$ cat config.mk
export PLATFORM = sky130hd
export DESIGN_NAME = imem_port_arbiter_flat
export DESIGN_NICKNAME = d
export VERILOG_FILES = /design/src/rtl/imem_port_arbiter_if.sv /design/src/rtl/imem_port_arbiter.sv /design/src/flat_wrapper.sv
export SDC_FILE = /design/constraint.sdc
export NUM_CORES = 1
export LEC_CHECK = 0
export BUFFER_PORTS_ARGS = -buffer_cell sky130_fd_sc_hd__buf_2
export CORE_ASPECT_RATIO = 0.6
export CORE_MARGIN = 5
export CORE_UTILIZATION = 52
export CTS_BUF_LIST = sky130_fd_sc_hd__clkbuf_8 sky130_fd_sc_hd__clkbuf_16
export DETAILED_ROUTE_END_ITERATION = 16
export PLACE_DENSITY = 0.8
export SETUP_SLACK_MARGIN = 0.5
export SYNTH_ARGS = -nofsm -noshare
export SYNTH_HDL_FRONTEND = slang
export SYNTH_SLANG_ARGS = --single-unit
$ cat constraint.sdc
create_clock -name clk -period 3.2 [get_ports clk]
set_input_delay 0.32 -clock clk [delete_from_list [all_inputs] [get_ports clk]]
set_output_delay 0.32 -clock clk [all_outputs]
set_load 0.02 [all_outputs]
$ cat src/rtl/imem_port_arbiter_if.sv
// Request/response bundle between the IF stage, the boot loader, the
// arbiter and the byte-wide instruction memory.
interface imem_port_arbiter_if #(
  parameter int ADDR_W = 16
);
  logic              fetch_req;
  logic [31:0]       fetch_addr;
  logic              fetch_ack;
  logic [31:0]       fetch_inst;
  logic              ld_req;
  logic [ADDR_W-1:0] ld_addr;
  logic [7:0]        ld_data;
  logic              ld_ack;
  logic [ADDR_W-1:0] mem_addr;
  logic              mem_we;
  logic [7:0]        mem_wdata;
  logic [7:0]        mem_rdata;
  logic              busy;

  modport slave (
    input  fetch_req, fetch_addr, ld_req, ld_addr, ld_data, mem_rdata,
    output fetch_ack, fetch_inst, ld_ack, mem_addr, mem_we, mem_wdata, busy
  );

  modport master (
    output fetch_req, fetch_addr, ld_req, ld_addr, ld_data, mem_rdata,
    input  fetch_ack, fetch_inst, ld_ack, mem_addr, mem_we, mem_wdata, busy
  );
endinterface

$ cat src/rtl/imem_port_arbiter.sv
// Shares a single-port byte memory between 4-beat big-endian instruction
// fetches and single-byte loader writes, with round-robin or loader priority.
module imem_port_arbiter #(
  parameter int ADDR_W = 16,
  parameter bit RR_EN  = 1'b1
) (
  input logic clk,
  input logic rst,
  imem_port_arbiter_if.slave bus
);
  typedef enum logic [1:0] {IDLE, RD, ACK, WR} state_e;

  state_e            state_q;
  logic [1:0]        beat_q;
  logic [ADDR_W-1:0] base_q;
  logic [ADDR_W-1:0] mem_addr_q;
  logic [7:0]        wdata_q;
  logic              we_q;
  logic              fetch_ack_q;
  logic              ld_ack_q;
  logic [23:0]       asm_q;
  logic [31:0]       inst_q;
  logic              last_fetch_q;

  logic              grant_fetch;
  logic              grant_ld;
  logic [1:0]        beat_nxt;
  logic [ADDR_W-1:0] rd_addr_nxt;
  logic              unused_addr;

  // Tie: round-robin hands the port to whoever did not win last time.
  always_comb begin
    grant_fetch = bus.fetch_req && (!bus.ld_req || (RR_EN && !last_fetch_q));
    grant_ld    = bus.ld_req && !grant_fetch;
    beat_nxt    = beat_q + 2'd1;
    rd_addr_nxt = base_q + ADDR_W'(beat_nxt);
  end

  assign unused_addr = ^bus.fetch_addr;

  always_ff @(posedge clk) begin
    if (!rst) begin
      state_q      <= IDLE;
      beat_q       <= '0;
      base_q       <= '0;
      mem_addr_q   <= '0;
      wdata_q      <= '0;
      we_q         <= 1'b0;
      fetch_ack_q  <= 1'b0;
      ld_ack_q     <= 1'b0;
      asm_q        <= '0;
      inst_q       <= '0;
      last_fetch_q <= 1'b0;
    end else begin
      fetch_ack_q <= 1'b0;
      ld_ack_q    <= 1'b0;
      we_q        <= 1'b0;
      case (state_q)
        IDLE: begin
          mem_addr_q <= '0;
          wdata_q    <= '0;
          if (grant_fetch) begin
            base_q       <= bus.fetch_addr[ADDR_W-1:0];
            mem_addr_q   <= bus.fetch_addr[ADDR_W-1:0];
            beat_q       <= '0;
            last_fetch_q <= 1'b1;
            state_q      <= RD;
          end else if (grant_ld) begin
            mem_addr_q   <= bus.ld_addr;
            wdata_q      <= bus.ld_data;
            we_q         <= 1'b1;
            ld_ack_q     <= 1'b1;
            last_fetch_q <= 1'b0;
            state_q      <= WR;
          end
        end
        RD: begin
          case (beat_q)
            2'd0: asm_q[23:16] <= bus.mem_rdata;
            2'd1: asm_q[15:8]  <= bus.mem_rdata;
            2'd2: asm_q[7:0]   <= bus.mem_rdata;
            default: ;
          endcase
          if (beat_q == 2'd3) begin
            // Last byte goes straight into the word, no extra cycle.
            inst_q      <= {asm_q, bus.mem_rdata};
            fetch_ack_q <= 1'b1;
            mem_addr_q  <= '0;
            beat_q      <= '0;
            state_q     <= ACK;
          end else begin
            beat_q     <= beat_nxt;
            mem_addr_q <= rd_addr_nxt;
          end
        end
        ACK: state_q <= IDLE;
        WR: begin
          mem_addr_q <= '0;
          wdata_q    <= '0;
          state_q    <= IDLE;
        end
        default: state_q <= IDLE;
      endcase
    end
  end

  assign bus.fetch_ack  = fetch_ack_q;
  assign bus.fetch_inst = inst_q;
  assign bus.ld_ack     = ld_ack_q;
  assign bus.mem_addr   = mem_addr_q;
  assign bus.mem_we     = we_q;
  assign bus.mem_wdata  = wdata_q;
  assign bus.busy       = (state_q != IDLE);
endmodule

$ cat src/flat_wrapper.sv
// flat-port wrapper written by rule: the top's interface ports become plain ports
module imem_port_arbiter_flat 
#(
  parameter int ADDR_W = 16,
  parameter bit RR_EN  = 1'b1
)
  (clk, rst, bus_fetch_req, bus_fetch_addr, bus_ld_req, bus_ld_addr, bus_ld_data, bus_mem_rdata, bus_fetch_ack, bus_fetch_inst, bus_ld_ack, bus_mem_addr, bus_mem_we, bus_mem_wdata, bus_busy);
  imem_port_arbiter_if #(.ADDR_W(ADDR_W)) bus_i ();
  input logic clk;
  input logic rst;
  input wire logic [$bits(bus_i.fetch_req)-1:0] bus_fetch_req;
  input wire logic [$bits(bus_i.fetch_addr)-1:0] bus_fetch_addr;
  input wire logic [$bits(bus_i.ld_req)-1:0] bus_ld_req;
  input wire logic [$bits(bus_i.ld_addr)-1:0] bus_ld_addr;
  input wire logic [$bits(bus_i.ld_data)-1:0] bus_ld_data;
  input wire logic [$bits(bus_i.mem_rdata)-1:0] bus_mem_rdata;
  output wire logic [$bits(bus_i.fetch_ack)-1:0] bus_fetch_ack;
  output wire logic [$bits(bus_i.fetch_inst)-1:0] bus_fetch_inst;
  output wire logic [$bits(bus_i.ld_ack)-1:0] bus_ld_ack;
  output wire logic [$bits(bus_i.mem_addr)-1:0] bus_mem_addr;
  output wire logic [$bits(bus_i.mem_we)-1:0] bus_mem_we;
  output wire logic [$bits(bus_i.mem_wdata)-1:0] bus_mem_wdata;
  output wire logic [$bits(bus_i.busy)-1:0] bus_busy;
  assign bus_i.fetch_req = bus_fetch_req;
  assign bus_i.fetch_addr = bus_fetch_addr;
  assign bus_i.ld_req = bus_ld_req;
  assign bus_i.ld_addr = bus_ld_addr;
  assign bus_i.ld_data = bus_ld_data;
  assign bus_i.mem_rdata = bus_mem_rdata;
  assign bus_fetch_ack = bus_i.fetch_ack;
  assign bus_fetch_inst = bus_i.fetch_inst;
  assign bus_ld_ack = bus_i.ld_ack;
  assign bus_mem_addr = bus_i.mem_addr;
  assign bus_mem_we = bus_i.mem_we;
  assign bus_mem_wdata = bus_i.mem_wdata;
  assign bus_busy = bus_i.busy;
  imem_port_arbiter #(.ADDR_W(ADDR_W), .RR_EN(RR_EN)) u_core (.clk(clk), .rst(rst), .bus(bus_i));
endmodule
---- After elaboration in Yosys (flattened, before gate mapping) ----
Index checks and enable logic that the tools add are counted.
word-level totals
  output and inout port bits .............. 60
  register bits after elaboration ......... 103
  logic and storage cells ................. 67
  bits of input ports ..................... 68
cells by class
  mux-type cells .......................... 18
  eq/ne operators ......................... 9
  add/subtract/negate cells ............... 2
  bitwise operators ....................... 2
  reductions and logical operators ........ 24
operators with widths
  cell                                                   count
  two-way mux 16 bit                                     3
  one-hot mux 16 bit (3 select lines)                    1
  AND reduction 2 bit                                    9
  adder 16 x 2 -> 16 bit                                 1
  two-way mux 8 bit                                      2
  one-hot mux 8 bit (2 select lines)                     1
  two-way mux 2 bit                                      5
  equality test 2 bit, second input constant             4
  nonzero test 2 bit                                     4
  one-hot mux 2 bit (3 select lines)                     1
  equality test 2 x 1 -> 1 bit, second input constant    2
  logical NOT 2 bit                                      2
  two-way mux 1 bit                                      4
  inequality test 2 x 1 -> 1 bit, second input constant  2
  one-hot mux 2 bit (2 select lines)                     1
  logical NOT 1 bit                                      3
  inequality test 3 x 1 -> 1 bit, second input constant  1
  nonzero test 3 bit                                     1
  OR reduction 3 bit                                     1
  adder 2 x 1 -> 2 bit, second input constant            1
  logical AND 1 bit                                      2
  inverter 1 bit                                         2
  OR reduction 2 bit                                     1
  logical OR 1 bit                                       1

---- Depth between registers and ports, before layout ----
Gate-level depths: netlist of run 1.
  depth after elaboration ................. 8
  depth in mapped cells ................... 9
  depth with buffers taken out ............ 9

---- Worst setup path before layout of run 1 ----
No wires, ideal clock.
  path type ............................... register -> register
  start point ............................. register u_core.beat_q[0]
  end point ............................... register u_core.mem_addr_q[12], in the netlist u_core.bus.mem_addr[12]
  buffers on the path ..................... 0
  stages on the path, launching flop included .. 10
  data required time ...................... 3081 ps
  data arrival time ....................... 2201 ps
  setup slack ............................. 880 ps
  clock period less this slack ............ 2320 ps
  setup time .............................. 119 ps
  cell sequence ........................... dfxtp_1 inv_1 ha_1 inv_1 fa_1 nand3b_1 nor4_1 xor2_1 a211oi_1 nor2_1
between the ends
  longest elaborated chain between the ends .. 4
RTL lines
  element                                  RTL line                 RTL
  from (decl)                              imem_port_arbiter.sv:14  logic [1:0] beat_q;
  from (signal assigned)                   imem_port_arbiter.sv:92  beat_q <= beat_nxt;
  adder 2 x 1 -> 2 bit                     imem_port_arbiter.sv:35  beat_nxt = beat_q + 2'd1;
  adder 16 x 2 -> 16 bit                   imem_port_arbiter.sv:36  rd_addr_nxt = base_q + ADDR_W'(beat_nxt);
  two-way mux 16 bit (*)                   imem_port_arbiter.sv:84  if (beat_q == 2'd3) begin
  one-hot mux 16 bit (3 select lines) (*)  imem_port_arbiter.sv:58  case (state_q)
  to (signal assigned)                     imem_port_arbiter.sv:64  mem_addr_q <= bus.fetch_addr[ADDR_W-1:0];
  to (signal assigned)                     imem_port_arbiter.sv:69  mem_addr_q <= bus.ld_addr;
  to (signal assigned)                     imem_port_arbiter.sv:93  mem_addr_q <= rd_addr_nxt;
  to (decl)                                imem_port_arbiter.sv:16  logic [ADDR_W-1:0] mem_addr_q;
Every way passes the cells marked *; elsewhere a longest branch is shown, timed or not.
A chain may end at the register's enable or synchronous reset.

---- Worst setup path after layout of run 1 ----
  start point ............................. register u_core.beat_q[0]
  end point ............................... register u_core.mem_addr_q[10], in the netlist u_core.bus.mem_addr[10]
The elaborated chain is that of the path after synthesis.

==> flow_summary.json, run 1 <==
{
  "pwr_density_cell_mw_per_mm2": 743,
  "drt-total-wl_mm": 12.5,
  "ys_types": 45,
  "end_kind": "flip-flop",
  "clkTransAtPathRegs_ns": 0.07,
  "grt_max_degree": 81,
  "cap_violations": 0,
  "synth_top_area_share": 0.471,
  "rsz0062_at_grt": "yes",
  "worst_setup_path_start_kind": "flip-flop",
  "cts-root-to-sink-buffers": 2,
  "syn_area_per_cell_um2": 7.84,
  "rows": 25,
  "finalPower_mw": 3.93,
  "synth_top_area_cell": "dfxtp_1",
  "die_w_um": 128,
  "cts_tree": "yes",
  "syn-num-nets": 637,
  "critPathArrivalTime_ns": 2.78,
  "viasPerCell": 5.68,
  "final_nets": 728,
  "syn_area_mm2": 0.00437,
  "finalSetupViolations": 0,
  "synth_edf_count": 0,
  "dr_total_vias": 4330,
  "netlist_top_cells_area": "dfxtp_1, nand2_1, a21oi_1",
  "dp_hpwl_mm": 8.76,
  "holdWs_ns": 0.196,
  "drc": 0,
  "hold_violations": 0,
  "drive_gt1_frac": 0.219,
  "ir_worst_vdd_v": 0.000382,
  "grt_overflow_total": 0,
  "fin_util": 0.659,
  "total_leakage_power_nw": 2.22,
  "routabilityCongestion": 0.937,
  "die_y_um": 81.0,
  "die_area_mm2": 0.0104,
  "hold_class": "in2reg",
  "finalCritPeriodShare": 0.802,
  "fmax_mhz": 390,
  "syn_inst": 558,
  "initialDrtViolationCount": 480,
  "ys_ff_latch": 103,
  "period_minus_slack_ns": 2.57,
  "syn2layout_area_growth_pct": 21.0,
  "io_buffers": 111,
  "status": "finished, final reports clean",
  "top_layer_used": "met4",
  "track_usage": 0.240,
  "clk_latency_ns": 0.34,
  "postCtsHoldBufs": 0,
  "antenna_found_initial": 0,
  "numClockSinks": 103,
  "crit_type": "reg2reg",
  "cp_max_fo": 6,
  "synth_warnings": 0,
  "core_region_area_mm2": 0.00804,
  "async_reset_ff_frac": 0,
  "preCtsSetupSlack_ns": 0.621,
  "grt_pass1_vias": 3866,
  "critPathRequiredTime_ns": 3.42,
  "grt_pass1_wl_mm": 19.8,
  "ys.flop_type": "dfxtp_1",
  "met1_length_mm": 5.70,
  "numCtsBuffers": 9,
  "htree_levels": 3,
  "report.final.slew_viol_count": 0,
  "tightest_slew_ns": 0.823,
  "ant_nets": 0,
  "slew_headroom": 0.451,
  "ys_seq_area_frac": 0.471,
  "num_antenna_cells": 0,
  "ios": 128,
  "wl_per_cell_um": 16.4,
  "fin_setup_tns_ns": 0,
  "first_pass_iters": 5,
  "root_buffer": "clkbuf_16",
  "met3_length_mm": 1.46,
  "layout_setup_ws_ns": 0.635,
  "start_util": 0.544,
  "wl_met2_mm": 5.25,
  "fin_skew_ns": 0.00735
}
[registers in the layout (all words and copies together), names as in the netlist]
register	cells
u_core.last_fetch_q	1
u_core.base_q	16
u_core.bus.mem_we	1
u_core.bus.fetch_ack	1
u_core.bus.mem_wdata	8
u_core.state_q	2
u_core.beat_q	2
u_core.asm_q	24
u_core.bus.mem_addr	16
u_core.bus.fetch_inst	32
[routing by layer]
| metal | track usage | vias to the layer above |
|---|---|---|
| met1 | 0.355 | 2024 |
| met4 | 0.0657 | 0 |
| met2 | 0.336 | 223 |
| met5 | 0 | - |
| met3 | 0.0716 | 11 |
| li1 | - | 2072 |
[Yosys cell counts (all sizes together) (2+ instances only)]
cell and count:
a211oi 6, nor2b 2, a22o 8, nand2b 3, a21oi 106, inv 11, nand2 149, o21ai 17
nor2 19, xnor2 3, buf 6, nor4 4, a31oi 2, dfxtp 103, nand3 40, xor2 8
clkbuf 33, nor3b 2, ha 10, a32oi 2, a21boi 2, nor3 4, nand4 3, a311oi 2
nor4b 2, and2 2
[kinds of logic (layout without fill, tap and decap cells)]
logic type | Yosys count | count (layout) | synth area share
buffers and inverters | 50 | 146 | 0.0443
multiplexers | 1 | 1 | 0.00229
AO/OA/AOI/OAI | 148 | 148 | 0.189
flip-flops | 103 | 103 | 0.471
AND/OR/NAND/NOR | 234 | 234 | 0.238
XOR/XNOR | 11 | 11 | 0.0220
adder cells (fa/ha/maj) | 11 | 11 | 0.0332
[final cells by class]
class / count / area (µm²)
timing repair buffer: 119 / 616
multi-input combinational: 405 / 2120
clock buffer: 9 / 225
sequential: 103 / 2060
inverter: 11 / 41.3
fill: 722 / 2750
clock inverter: 7 / 90.1
tap: 108 / 135
[worst max-delay path: stages (launching register included)]
cell and delay, ns:
dfxtp_1 0.36, inv_1 0.13, ha_1 0.36, inv_1 0.07
fa_1 0.42, nand3b_1 0.31, nor3_1 0.29, xnor2_1 0.09
a211oi_1 0.35, nor2_1 0.09
[cells in the final DEF (no fill, tap or decap), drive strengths merged, types with 3 or more instances in the layout]
cell	n
a211oi	6
a21oi	106
a22o	8
buf	119
clkbuf	9
clkinv	3
dfxtp	103
ha	10
inv	13
nand2	149
nand2b	3
nand3	40
nand4	3
nor2	19
nor3	4
nor4	4
o21ai	17
xnor2	3
xor2	8
[stage by stage]
stage,std cells,instance area (µm²)
CTS,761,5280
detailed placement,745,4960
finish,762,5290
global placement,745,4960
floorplan,558,4370
global route,762,5290
[report_power, final]
| part | switching [mW] | internal, mW | leakage, nW | total, mW |
|---|---|---|---|---|
| Clock | 0.470 | 0.681 | 0.162 | 1.15 |
| Combinational | 0.810 | 0.373 | 1.22 | 1.18 |
| Sequential | 0.135 | 1.46 | 0.837 | 1.60 |
| Total | 1.42 | 2.52 | 2.22 | 3.93 |
[timing repair]
action / CTS / global route
setup endpoints to repair: 0 / 3
buffers inserted: 0 / 1
endpoints found under the hold margin: 0 / 0
gates resized for setup: 0 / 1
[worst paths after layout]
kind,slack [ns],depth (start not counted),from,to
worst max register to register,0.63,9,u_core.beat_q[0],u_core.bus.mem_addr[10]
worst min register to register,0.45,2,u_core.bus.fetch_inst[0],u_core.bus.fetch_inst[0]
worst max-delay path,0.63,9,u_core.beat_q[0],u_core.bus.mem_addr[10]
worst min-delay path,0.20,2,bus_ld_data[4],u_core.bus.mem_wdata[4]
Note: power is estimated with default switching activity, not from simulation.
==> inputs of run 2 (changes only) <==
--- a/config.mk
+++ b/config.mk
@@ -8,10 +8,10 @@
 export BUFFER_PORTS_ARGS = -buffer_cell sky130_fd_sc_hd__buf_2
 export CORE_ASPECT_RATIO = 0.6
 export CORE_MARGIN = 5
-export CORE_UTILIZATION = 52
+export CORE_UTILIZATION = 47
 export CTS_BUF_LIST = sky130_fd_sc_hd__clkbuf_8 sky130_fd_sc_hd__clkbuf_16
 export DETAILED_ROUTE_END_ITERATION = 16
-export PLACE_DENSITY = 0.8
+export PLACE_DENSITY = 0.76
 export SETUP_SLACK_MARGIN = 0.5
 export SYNTH_ARGS = -nofsm -noshare
 export SYNTH_HDL_FRONTEND = slang
==> constraint.sdc (replaced) <==
create_clock -name clk -period 2.1 [get_ports clk]
set_input_delay 0.21 -clock clk [delete_from_list [all_inputs] [get_ports clk]]
set_output_delay 0.21 -clock clk [all_outputs]
set_load 0.02 [all_outputs]
==> run 2 against run 1 <==
Against the previous run:
- the run now ends with negative setup slack left
- largest cell class unchanged
- critical path type unchanged
- fmax increased by 21%
- cell count increased by 4.7%
- non-clock buffer count increased by 30
- clock power increased by 33%
==> flow_summary.json, run 2 (synthesis gave the netlist of run 1 again) <==
{
  "largest_register_ff_count": 32,
  "ant_nets": 0,
  "hold_class": "in2reg",
  "layout_commonest_cell": "nand2_1",
  "die_w_um": 135,
  "wl_per_cell_um": 16.6,
  "fin_skew_ns": 0.00837,
  "io_buffers": 111,
  "clk_latency_ns": 0.34,
  "dp_hpwl_mm": 9.46,
  "total_leakage_power_nw": 2.41,
  "track_usage": 0.228,
  "drive_gt1_frac": 0.309,
  "grt_max_degree": 59,
  "die_area_mm2": 0.0114,
  "finalSetupViolations": 1,
  "cts_tree": "yes",
  "rsz0062_at_grt": "yes",
  "layout_setup_ws_ns": -0.0172,
  "slew_headroom": 0.659,
  "clkTransAtPathRegs_ns": 0.06,
  "numClockSinks": 103,
  "design_area_mm2": 0.00576,
  "violations": "negative setup slack",
  "crit_path_cell_trace": "inv_4, ha_4, inv_2, fa_2, nand3b_1, buf_6, nor2_4, xor2_1, a21oi_1, buf_4, a21oi_2",
  "fill_cells": 825,
  "tightest_slew_ns": 0.508,
  "stdcell_count": 798,
  "routabilityCongestion": 0.881,
  "dpl.cell_count": 777,
  "antenna_found_initial": 1,
  "cp_max_fo": 6,
  "critPathArrivalTime_ns": 2.39,
  "grt_pass1_wl_mm": 20.8,
  "die_y_um": 84.7,
  "finalCritPeriodShare": 1.01,
  "cp_slowest_stage_delay_ns": 0.35,
  "core_region_area_mm2": 0.00912,
  "dr_total_vias": 4347,
  "ios": 128,
  "slowest_stage": "dfxtp_2",
  "fin_util": 0.631,
  "grt_pass1_vias": 4041,
  "placed_cell_area_mm2": 0.00522,
  "worst_setup_path_start_kind": "flip-flop",
  "numCtsBuffers": 9,
  "htree_levels": 3,
  "crit_type": "reg2reg",
  "mostFrequentLayoutCells": "nand2_1, buf_2, a21oi_1, dfxtp_1, nand3_1",
  "initialDrtViolationCount": 363,
  "fmax_mhz": 472,
  "final_nets": 758,
  "cts-root-to-sink-buffers": 2,
  "r2r_setup_slack_ns": -0.02,
  "pwr_density_cell_mw_per_mm2": 1090,
  "start_util": 0.480,
  "status": "finished, violations left",
  "postCtsHoldBufs": 0,
  "drc": 0,
  "hold_violations": 0,
  "cap_violations": 0,
  "report.final.slew_viol_count": 0,
  "rows": 27,
  "syn2layout_area_growth_pct": 31.6,
  "drt-total-wl_mm": 13.3,
  "grt_overflow_total": 0,
  "period_minus_slack_ns": 2.12,
  "critPathRequiredTime_ns": 2.37,
  "root_buffer": "clkbuf_16",
  "first_pass_iters": 5,
  "num_antenna_cells": 0,
  "viasPerCell": 5.45,
  "ir_worst_vdd_v": 0.000613,
  "end_kind": "flip-flop"
}
run 2: changes by cell type in the layout (fill, tap and decap cells not counted), moves of 5 or more:
cell / previous run / this run
buf_4: 8 / 30
buf_6: 0 / 7
a21oi_1: 106 / 99
inv_1: 12 / 5
a21oi_2: 0 / 6
a211oi_1: 6 / 1
run 2: power by group:
group | internal, mW | leakage, nW | switching [mW] | total, mW
clock | 0.819 | 0.132 | 0.714 | 1.53
combinational | 0.890 | 1.44 | 1.42 | 2.31
sequential | 2.24 | 0.839 | 0.198 | 2.43
run 2: worst paths after layout:
kind | startpoint | endpoint | depth (start not counted)
hold reg to reg | u_core.bus.fetch_inst[11] | u_core.bus.fetch_inst[11] | 2
setup reg to reg | u_core.beat_q[0] | u_core.bus.mem_addr[6] | 11
hold / removal | bus_ld_data[1] | u_core.bus.mem_wdata[1] | 2
setup / recovery | u_core.beat_q[0] | u_core.bus.mem_addr[6] | 11
run 2: layout make-up:
class | count | area, µm² | share of cell area
well taps | 116 | 145 | 0.0252
repair buffers | 149 | 880 | 0.153
clock inverters | 4 | 25.0 | 0.00435
inverters | 11 | 50.0 | 0.00870
flip-flops and latches | 103 | 2070 | 0.359
clock buffers | 10 | 239 | 0.0415
multi-input cells | 405 | 2350 | 0.408
run 2: routing by layer:
metal  wire [µm]  track usage
met5          13            0
met2        5430        0.308
met1        6570        0.354
met4         111       0.0545
met3        1150       0.0653
run 2: worst max-delay path, delay by kind of cell (launching register included):
kind	cells	cell delay [ns]
fa+ha+maj	2	0.62
buf+inv	4	0.42
flops	1	0.35
simple gates	2	0.29
xor+xnor	1	0.19
compound gates	2	0.19
run 2: stage by stage:
step,worst slack [ns],hold slack [ns],power (mW),TNS (ns)
final,-0.0172,0.0775,6.28,-0.0172
after global routing,-0.104,0.0795,6.62,-0.369
after CTS,0.0679,0.0759,6.12,0
after detailed placement,-0.0872,0.424,4.47,-0.184
after global placement,-0.0680,0.428,4.42,-0.0680
after floorplan,0.0987,0.336,3.68,0
run 2: what timing repair did:
action,4_1_cts,5_1_grt
endpoints found under the setup margin,38,32
cloned,0,0
resized for setup,25,22
pin swaps,17,10
buffers inserted,5,2
